### src/rtl/arm_muldiv_if.sv
// Operand/result bundle between the core controller (master) and the muldiv unit (slave).
interface arm_muldiv_if #(
    parameter int WIDTH = 32
);
    logic             start;
    logic [2:0]       op;
    logic [WIDTH-1:0] a;
    logic [WIDTH-1:0] b;
    logic             busy;
    logic             done;
    logic [WIDTH-1:0] result_lo;
    logic [WIDTH-1:0] result_hi;
    logic [3:0]       flags;
    logic             div_by_zero;

    modport master (
        output start, op, a, b,
        input  busy, done, result_lo, result_hi, flags, div_by_zero
    );

    modport slave (
        input  start, op, a, b,
        output busy, done, result_lo, result_hi, flags, div_by_zero
    );
endinterface

### src/rtl/arm_muldiv.sv
// Iterative shift-add multiply / restoring divide, one bit per cycle; ARM_MULDIV_SIGNED_EN adds signed ops.
// Latency: WIDTH+1 cycles start->done unsigned, WIDTH+3 signed, 1 for divide by zero.
// Backpressure: none; starts are taken only in IDLE/DONE and dropped while busy is high.
module arm_muldiv #(
    parameter int WIDTH = 32
) (
    input  logic        clk,
    input  logic        reset,
    arm_muldiv_if.slave bus
);
    localparam int CW = $clog2(WIDTH) + 1;

    typedef enum logic [2:0] {
        IDLE = 3'd0,
`ifdef ARM_MULDIV_SIGNED_EN
        PREP = 3'd1,
`endif
        RUN  = 3'd2,
`ifdef ARM_MULDIV_SIGNED_EN
        FIX  = 3'd3,
`endif
        DONE = 3'd4
    } state_t;

    state_t             state;
    logic [CW-1:0]      cnt;
    logic               op_full;
    logic               op_div;
    logic               ovf;
    logic [WIDTH-1:0]   opb;
    logic [2*WIDTH-1:0] p;
    logic [WIDTH:0]     rem;
    logic [WIDTH-1:0]   quo;
`ifdef ARM_MULDIV_SIGNED_EN
    logic               sgn;
    logic               neg_q;
    logic               neg_r;
    logic [WIDTH-1:0]   abs_a;
    logic [WIDTH-1:0]   abs_b;
`endif

    logic               acc_ok;
    logic               is_div_in;
    logic               div0_in;
    logic [WIDTH:0]     mul_sum;
    logic [2*WIDTH-1:0] p_step;
    logic [WIDTH:0]     div_sh;
    logic               div_ge;
    logic [WIDTH:0]     rem_step;
    logic [WIDTH-1:0]   quo_step;
    logic [2*WIDTH-1:0] fin_p;
    logic [WIDTH-1:0]   fin_q;
    logic [WIDTH-1:0]   fin_r;
    logic [WIDTH-1:0]   res_lo;
    logic [WIDTH-1:0]   res_hi;
    logic               res_n;
    logic               res_z;

    // Partial remainder never exceeds the divisor, so its top bit is only needed mid-step.
    logic unused_bits;
`ifdef ARM_MULDIV_SIGNED_EN
    assign unused_bits = rem[WIDTH];
`else
    assign unused_bits = ^{rem[WIDTH], bus.op[2]};
`endif

    assign acc_ok    = bus.start && (state == IDLE || state == DONE);
    assign is_div_in = (bus.op[1:0] == 2'b10);
    assign div0_in   = is_div_in && (bus.b == '0);

    always_comb begin
        mul_sum  = {1'b0, p[2*WIDTH-1:WIDTH]} + (p[0] ? {1'b0, opb} : '0);
        p_step   = {mul_sum, p[WIDTH-1:1]};
        div_sh   = {rem[WIDTH-1:0], quo[WIDTH-1]};
        div_ge   = (div_sh >= {1'b0, opb});
        rem_step = div_ge ? (div_sh - {1'b0, opb}) : div_sh;
        quo_step = {quo[WIDTH-2:0], div_ge};

        // Final values: the last RUN step for unsigned ops, sign-corrected registers in FIX.
        fin_p = p_step;
        fin_q = quo_step;
        fin_r = rem_step[WIDTH-1:0];
`ifdef ARM_MULDIV_SIGNED_EN
        abs_a = quo[WIDTH-1] ? -quo : quo;
        abs_b = opb[WIDTH-1] ? -opb : opb;
        if (state == FIX) begin
            fin_p = neg_q ? -p : p;
            fin_q = neg_q ? -quo : quo;
            fin_r = neg_r ? -rem[WIDTH-1:0] : rem[WIDTH-1:0];
        end
`endif

        res_lo = op_div ? fin_q : fin_p[WIDTH-1:0];
        res_hi = op_div ? fin_r : (op_full ? fin_p[2*WIDTH-1:WIDTH] : '0);
        res_n  = op_full ? res_hi[WIDTH-1] : res_lo[WIDTH-1];
        res_z  = op_full ? (res_lo == '0 && res_hi == '0) : (res_lo == '0);
    end

    always_ff @(posedge clk) begin
        if (reset) begin
            state           <= IDLE;
            cnt             <= '0;
            op_full         <= 1'b0;
            op_div          <= 1'b0;
            ovf             <= 1'b0;
            opb             <= '0;
            p               <= '0;
            rem             <= '0;
            quo             <= '0;
`ifdef ARM_MULDIV_SIGNED_EN
            sgn             <= 1'b0;
            neg_q           <= 1'b0;
            neg_r           <= 1'b0;
`endif
            bus.busy        <= 1'b0;
            bus.done        <= 1'b0;
            bus.result_lo   <= '0;
            bus.result_hi   <= '0;
            bus.flags       <= '0;
            bus.div_by_zero <= 1'b0;
        end else begin
            bus.done <= 1'b0;
            case (state)
`ifdef ARM_MULDIV_SIGNED_EN
                PREP: begin
                    neg_q <= quo[WIDTH-1] ^ opb[WIDTH-1];
                    neg_r <= quo[WIDTH-1];
                    p     <= {{WIDTH{1'b0}}, abs_a};
                    quo   <= abs_a;
                    opb   <= abs_b;
                    state <= RUN;
                end
`endif
                RUN: begin
                    p   <= p_step;
                    rem <= rem_step;
                    quo <= quo_step;
                    cnt <= cnt + CW'(1);
                    if (cnt == CW'(WIDTH - 1)) begin
`ifdef ARM_MULDIV_SIGNED_EN
                        if (sgn) begin
                            state <= FIX;
                        end else
`endif
                        begin
                            state           <= DONE;
                            bus.busy        <= 1'b0;
                            bus.done        <= 1'b1;
                            bus.result_lo   <= res_lo;
                            bus.result_hi   <= res_hi;
                            bus.flags       <= {res_n, res_z, 1'b0, ovf};
                            bus.div_by_zero <= 1'b0;
                        end
                    end
                end
`ifdef ARM_MULDIV_SIGNED_EN
                FIX: begin
                    state           <= DONE;
                    bus.busy        <= 1'b0;
                    bus.done        <= 1'b1;
                    bus.result_lo   <= res_lo;
                    bus.result_hi   <= res_hi;
                    bus.flags       <= {res_n, res_z, 1'b0, ovf};
                    bus.div_by_zero <= 1'b0;
                end
`endif
                DONE: begin
                    state <= IDLE;
                end
                default: begin
                    state <= IDLE;
                end
            endcase

            // A new start in IDLE or DONE overrides the default next state above.
            if (acc_ok) begin
                op_full <= (bus.op[1:0] == 2'b01);
                op_div  <= is_div_in;
                opb     <= bus.b;
                p       <= {{WIDTH{1'b0}}, bus.a};
                quo     <= bus.a;
                rem     <= '0;
                cnt     <= '0;
                ovf     <= 1'b0;
                if (div0_in) begin
                    state           <= DONE;
                    bus.busy        <= 1'b0;
                    bus.done        <= 1'b1;
                    bus.result_lo   <= '1;
                    bus.result_hi   <= bus.a;
                    bus.flags       <= 4'b1000;
                    bus.div_by_zero <= 1'b1;
                end else begin
                    bus.busy <= 1'b1;
`ifdef ARM_MULDIV_SIGNED_EN
                    sgn   <= bus.op[2];
                    state <= bus.op[2] ? PREP : RUN;
                    ovf   <= bus.op[2] && is_div_in &&
                             (bus.a == {1'b1, {(WIDTH-1){1'b0}}}) && (bus.b == '1);
`else
                    state <= RUN;
`endif
                end
            end
        end
    end
endmodule

### src/flat_wrapper.sv
// flat-port wrapper written by rule: the top's interface ports become plain ports
module arm_muldiv_flat 
#(
    parameter int WIDTH = 32
)
  (clk, reset, bus_start, bus_op, bus_a, bus_b, bus_busy, bus_done, bus_result_lo, bus_result_hi, bus_flags, bus_div_by_zero);
  arm_muldiv_if #(.WIDTH(WIDTH)) bus_i ();
  input  logic clk;
  input  logic reset;
  input wire logic [$bits(bus_i.start)-1:0] bus_start;
  input wire logic [$bits(bus_i.op)-1:0] bus_op;
  input wire logic [$bits(bus_i.a)-1:0] bus_a;
  input wire logic [$bits(bus_i.b)-1:0] bus_b;
  output wire logic [$bits(bus_i.busy)-1:0] bus_busy;
  output wire logic [$bits(bus_i.done)-1:0] bus_done;
  output wire logic [$bits(bus_i.result_lo)-1:0] bus_result_lo;
  output wire logic [$bits(bus_i.result_hi)-1:0] bus_result_hi;
  output wire logic [$bits(bus_i.flags)-1:0] bus_flags;
  output wire logic [$bits(bus_i.div_by_zero)-1:0] bus_div_by_zero;
  assign bus_i.start = bus_start;
  assign bus_i.op = bus_op;
  assign bus_i.a = bus_a;
  assign bus_i.b = bus_b;
  assign bus_busy = bus_i.busy;
  assign bus_done = bus_i.done;
  assign bus_result_lo = bus_i.result_lo;
  assign bus_result_hi = bus_i.result_hi;
  assign bus_flags = bus_i.flags;
  assign bus_div_by_zero = bus_i.div_by_zero;
  arm_muldiv #(.WIDTH(WIDTH)) u_core (.clk(clk), .reset(reset), .bus(bus_i));
endmodule
### config.mk
export PLATFORM = sky130hd
export DESIGN_NAME = arm_muldiv_flat
export DESIGN_NICKNAME = d
export VERILOG_FILES = /design/src/rtl/arm_muldiv_if.sv /design/src/rtl/arm_muldiv.sv /design/src/flat_wrapper.sv
export SDC_FILE = /design/constraint.sdc
export NUM_CORES = 1
export LEC_CHECK = 0
export BUFFER_PORTS_ARGS = -buffer_cell sky130_fd_sc_hd__buf_2
export CAP_MARGIN = 20
export CORE_ASPECT_RATIO = 0.5
export CORE_UTILIZATION = 40
export CTS_BUF_LIST = sky130_fd_sc_hd__clkbuf_8
export DETAILED_ROUTE_END_ITERATION = 12
export PLACE_DENSITY = 0.59
export SYNTH_ARGS = -nofsm -noshare
export SYNTH_HDL_FRONTEND = slang
export SYNTH_SLANG_ARGS = --single-unit
### constraint.sdc
create_clock -name clk -period 4.1 [get_ports clk]
set_clock_uncertainty 0.15 [all_clocks]
set_input_delay 0 -clock clk [delete_from_list [all_inputs] [get_ports clk]]
set_output_delay 0 -clock clk [all_outputs]
set_load 0.02 [all_outputs]
; Word-level counts from Yosys, hierarchy flattened
; Cells that the tools add are included.
[totals]
ff_bits = 242
output_inout_bits = 71
[op_classes]
addsub = 3
order_cmp = 1
n_eq_ne = 6
muxes = 39
n_reduce_logical = 12
[op_table]
columns = cell, n
row1 = $mux 32, 17
row2 = $logic_not 32->1, 3
row3 = $add 32x32->33, 1
row4 = $ge 33x32->1, 1
row5 = $sub 32x32->32, 1
row6 = $mux 4, 4
row7 = $mux 1, 14
row8 = $mux 3, 4
row9 = $add 6x1->6 const B, 1
row10 = $eq 6x5->1 const B, 1
row11 = $reduce_bool 2->1, 2
row12 = $eq 3x2->1 const B, 1
row13 = $eq 3x3->1 const B, 1
row14 = $logic_and 1x1->1, 3
row15 = $logic_not 3->1, 1
row16 = $ne 3x1->1 const B, 1
row17 = $eq 2x1->1 const B, 1
row18 = $eq 2x2->1 const B, 1
row19 = $reduce_and 2->1, 1
row20 = $reduce_or 2->1, 1
row21 = $logic_or 1x1->1, 1

; Depth between registers and ports, before layout
[logic_depth]
word_depth = 11
ltp_mapped = 19

; Worst setup path before layout
; OpenSTA, ideal clock, no wires.
[synth_timing]
path_type = flip-flop to flip-flop
start = register u_core.p[0]
end = register u_core.bus.flags[2]
setup_ps = 59
t_arrival_ps = 3959
required_ps = 3891
setup_slack_ps = -67
path_stages_with_launch = 15
path_buffers = 1
period_less_slack_ps = 4167
cell_sequence = dfxtp_1 > clkbuf_1 > and2_1 > ha_1 > a211o_1 > or2_2 > o211a_1 > o41ai_1 > o21ai_0 > xor2_1 > a22o_1 > or4_1 > or4_1 > a2111oi_2 > a31o_1
[synth_via]
elab_chain_cells = 11
word_cells_on_any_way = 13
cone_classes = 1 x add/sub / 9 x mux / 3 x reduce/logical
[synth_rtl]
columns = element, line_no
row1 = from (decl), arm_muldiv.sv:31  ; logic [2*WIDTH-1:0] p;
row2 = from (signal assigned), arm_muldiv.sv:135  ; p <= p_step;
row3 = from (signal assigned), arm_muldiv.sv:180  ; p <= {{WIDTH{1'b0}}, bus.a};
row4 = $mux 32 (*), arm_muldiv.sv:72  ; mul_sum = {1'b0, p[2*WIDTH-1:WIDTH]} + (p[0] ? {1'b0, opb} : '0);
row5 = $add 32x32->33 (*), arm_muldiv.sv:72
row6 = $mux 32 (2 in a row), arm_muldiv.sv:94  ; res_hi = op_div ? fin_r : (op_full ? fin_p[2*WIDTH-1:WIDTH] : '0);
row7 = $logic_not 32->1, arm_muldiv.sv:96  ; res_z = op_full ? (res_lo == '0 && res_hi == '0) : (res_lo == '0);
row8 = $logic_and 1x1->1, arm_muldiv.sv:96
row9 = $mux 1 (*), arm_muldiv.sv:96
row10 = $mux 4 (*), arm_muldiv.sv:139  ; if (cnt == CW'(WIDTH - 1)) begin
row11 = $mux 4 (*), arm_muldiv.sv:123  ; case (state)
row12 = $mux 4, arm_muldiv.sv:185  ; if (div0_in) begin
row13 = $mux 4 (*), arm_muldiv.sv:176  ; if (acc_ok) begin
row14 = to (signal assigned), arm_muldiv.sv:151  ; bus.flags <= {res_n, res_z, 1'b0, ovf};
row15 = to (decl), arm_muldiv_if.sv:23  ; output busy, done, result_lo, result_hi, flags, div_by_zero
; Mark *: on every way between the ends. The rest lies on a longest branch, timed or not.
; A chain may end at the register's enable or synchronous reset.

; Worst setup path in the final report
; Same ends and word-level chain as after synthesis.

==> results.md <==
* Total Die Area at 34960 um^2
* Final Instance Area at around 18000 um^2
* Reg clk slew, reported paths at about 0.070 ns
* Worst slew pin tran at between 0.9 and 1 ns
* Violated checks: setup timing
* Layout cells sized above 1 at approximately 23%
* DR vias/cell at roughly 5.6
* CTS root buf: clkbuf_8
* TNS Setup at -0.04965 ns
* Number of synthesized register bits at 241
* Hold path cells at 4
* Worst-case reg-to-reg path depth at 14
* RR Endpoint: u_core.bus.flags[2]$_SDFF_PP0_
* Final worst-path cycle share at 101.2%
* Slew margin rel. at roughly a third
* Max-cap violation count at 0
* DP Area at between 15000 and 20000 um^2
* Setup CP Type: reg -> reg
* Hold WS at approximately 0.093 ns
* GR Util All Layers at between 20% and 30%
* Residual DRC at 0
* CP Launch Type: flop
* Routed WL per cell at 19.49 um
* Final core utilization at between 50% and 60%
* Global route overflow at 0
* Syn_area_per_cell at between 7 and 8 um^2
* IO Count at 141
* Final setup viols at 1
* Layout fillers at roughly 3200
* Post-synth EDFFs at 0
* DP Wirelength at around 37 mm
* # diodes at 0
* Hold Path Class: in -> reg
* Final Worst Setup Slack at -0.04965 ns
* First-pass GRT wire length at roughly 79 mm
* Top cell type's share of synthesized area at a little over a third
* Die width at 263.4 um
* Main flop type after synthesis: dfxtp_1
* Worst-case clock buffer depth at 3
* Min cycle time layout at just over 4 ns
* Routed WL at between 50 and 60 mm
* Largest net degree at the start of global routing at ~150
* Highest clock rate at between 200 and 250 MHz
* Antenna violations before repair at 0
* Num rows at 47
* CTS tree: yes
* Cell Area, Synth at 13670 um^2
* Count leader, synth: nand2_1
* Total power divided by cell area at between 300 and 400 nW/um^2
* Outcome: finished with violations
* Total Power at around 6.6 mW
* Port Buffers at roughly 140
* Vias in the first global route at about 14000
* Drt first pass iters at 8
* Arrival @ worst endpoint at 4.55 ns
* ANT nets after route at 0
* Final GP Congestion at between 0.9 and 1
* Fraction of registers with async set/reset at 0%
* Clk sink count at 241
* H-tree levels at 2
* Post-synthesis sequential area ratio at 35.29%
* Max-slew violations at 0
* DRT iter0 DRCs at around 1100
* Worst EP required at between 4 and 5 ns
* Area Overhead vs Synth at 33.17%
* Synthesized Nets at about 1900
* CTS Buf Count at 39
* P_leak at 7.695 nW
* Hold Startpoint: bus_b[3]
* Gate count after technology mapping at 1800
* RSZ-0062 raised after global routing: true
* Top cells by count, synth: 380 x nand2_1, 241 x dfxtp_1, 166 x a21oi_1
* DIE HEIGHT at ~130 um
* Synth warnings at 0
* Clk_lat worst skew at around 0.60 ns
* R2r setup slk at -0.05 ns
* VDD IR-drop max at slightly below 200 uV
* Total number of vias at 14650
* Synth area leader: dfxtp_1
* Initial Util at 41.00%
* Synth cell types at 74
* Endpoint, Worst Hold: u_core.opb[3]$_SDFFE_PP0P_
* CP Capture Type: flop
* Core Area at roughly 33000 um^2
* Nets@finish at 2300
* R2r startpoint: u_core.p[0]$_SDFFE_PP0P_
* Hold Violations, Final at 0
* Area contributors post-synth: dfxtp_1 35%, nand2_1 10%, a21oi_1 6.1%, ha_1 5.9%, a31oi_1 3.4%
* Crit-path max FO at 6
[layout make-up]
class	instances	area (um^2)	share of cell area, %
clock inverter	15	81.33	0.4467
tap	441	551.8	3.031
clock buffer	51	701.9	3.856
inverter	51	191.4	1.052
sequential	241	4842	26.60
timing repair buffer	448	3313	18.20
multi-input combinational	1382	8523	46.82
[worst max path at each step]
| stage | start | end | slack [ns] | depth (start not counted) |
|---|---|---|---|---|
| detailed placement | u_core.p[0]$_SDFFE_PP0P_ | u_core.bus.flags[2]$_SDFF_PP0_ | -0.30 | 14 |
| floorplan | u_core.p[0]$_SDFFE_PP0P_ | u_core.bus.flags[2]$_SDFF_PP0_ | 0.04 | 14 |
| global placement | u_core.p[0]$_SDFFE_PP0P_ | u_core.bus.flags[2]$_SDFF_PP0_ | -0.18 | 14 |
| finish | u_core.p[0]$_SDFFE_PP0P_ | u_core.bus.flags[2]$_SDFF_PP0_ | -0.05 | 14 |
| CTS | u_core.opb[2]$_SDFFE_PP0P_ | u_core.bus.flags[2]$_SDFF_PP0_ | 0.0002 | 17 |
| global route | u_core.p[0]$_SDFFE_PP0P_ | u_core.bus.flags[2]$_SDFF_PP0_ | -0.22 | 17 |
[logic make-up after synthesis]
group / count (synthesis) / share of synthesized area (%)
muxes: 51 / 3.871
AOI/OAI and AO/OA: 492 / 22.85
xor gates and xnor gates: 57 / 3.652
adders and majority gates: 67 / 6.242
and+or+nand+nor: 715 / 23.13
DFF: 241 / 35.29
buffers and inverters: 177 / 4.961
[registers in the layout, indices dropped and copies added (netlist names)]
signal / cells
u_core.bus.div_by_zero: 1
u_core.bus.result_hi: 32
u_core.state: 2
u_core.bus.busy: 1
u_core.p: 64
u_core.rem: 32
u_core.bus.done: 1
u_core.bus.flags: 4
u_core.op_div: 1
u_core.opb: 32
u_core.bus.result_lo: 32
u_core.op_full: 1
u_core.cnt: 6
u_core.quo: 32
[placed cells by master, fill, tap and decap left out, types with 6 or more instances in the layout]
master,synthesis,layout
nand2_1,380,379
dfxtp_1,241,233
buf_4,0,209
a21oi_1,166,158
buf_2,5,139
nor2_1,114,112
dlygate4sd3_1,0,93
a31oi_1,75,73
nor3_1,62,60
inv_1,50,57
ha_1,65,56
clkbuf_8,0,51
a211oi_1,51,50
o21ai_0,55,50
mux2i_1,39,38
and2_1,37,37
a22oi_1,32,32
xnor2_1,30,29
a21o_1,26,26
xor2_1,27,26
nand3_1,26,24
nand4_1,22,22
nor4_1,18,15
o211ai_1,12,12
o21a_1,12,12
mux2_2,11,11
a21oi_2,0,8
and3_1,8,7
ha_4,0,7
or3_1,7,6
o21ai_1,3,6
nor3b_1,6,6
[per-layer routing]
metal / routed length [um] / vias up / share of wire [%] / GRT usage, %
met5: 0 / - / 0 / 0
met4: 1030 / 0 / 2.0 / 7.537
met3: 3931 / 77 / 7.7 / 4.355
met2: 22600 / 538 / 44 / 45.07
met1: 23670 / 6932 / 46 / 40.55
li1: - / 7107 / - / -
[report_power, final]
group	total [mW]	switching, mW	internal, mW
clock network	2.18	1.06	1.12
registers	2.52	0.0854	2.44
logic	1.93	1.06	0.869
[stage by stage]
step           cells  setup WS, ns
2_1_floorplan   1800       0.03909
3_3_place_gp    2461       -0.1779
3_5_place_dp    2461       -0.3000
4_1_cts         2625     0.0002487
5_1_grt         2629       -0.2162
6_report        2629      -0.04965
[worst max-delay path, stage by stage (launching register included)]
cell and delay (ns):
dfxtp_4 0.39, buf_2 0.18, and2_1 0.19, ha_4 0.21
nor2b_1 0.14, o31a_1 0.27, o211a_4 0.28, o41ai_4 0.34
o21ai_2 0.11, xor2_2 0.18, a22o_1 0.21, or4_1 0.49
or4_4 0.45, a2111oi_4 0.30, a31o_1 0.20
[repair_timing]
item | 4_1_cts | 5_1_grt
hold endpoints to repair | 139 | 0
pin swaps | 13 | 17
gates resized for setup | 45 | 26
hold buffers | 93 | 0
buffers inserted | 5 | 4
endpoints found under the setup margin | 1 | 2
No activity file was read; power rests on OpenSTA's default activity.
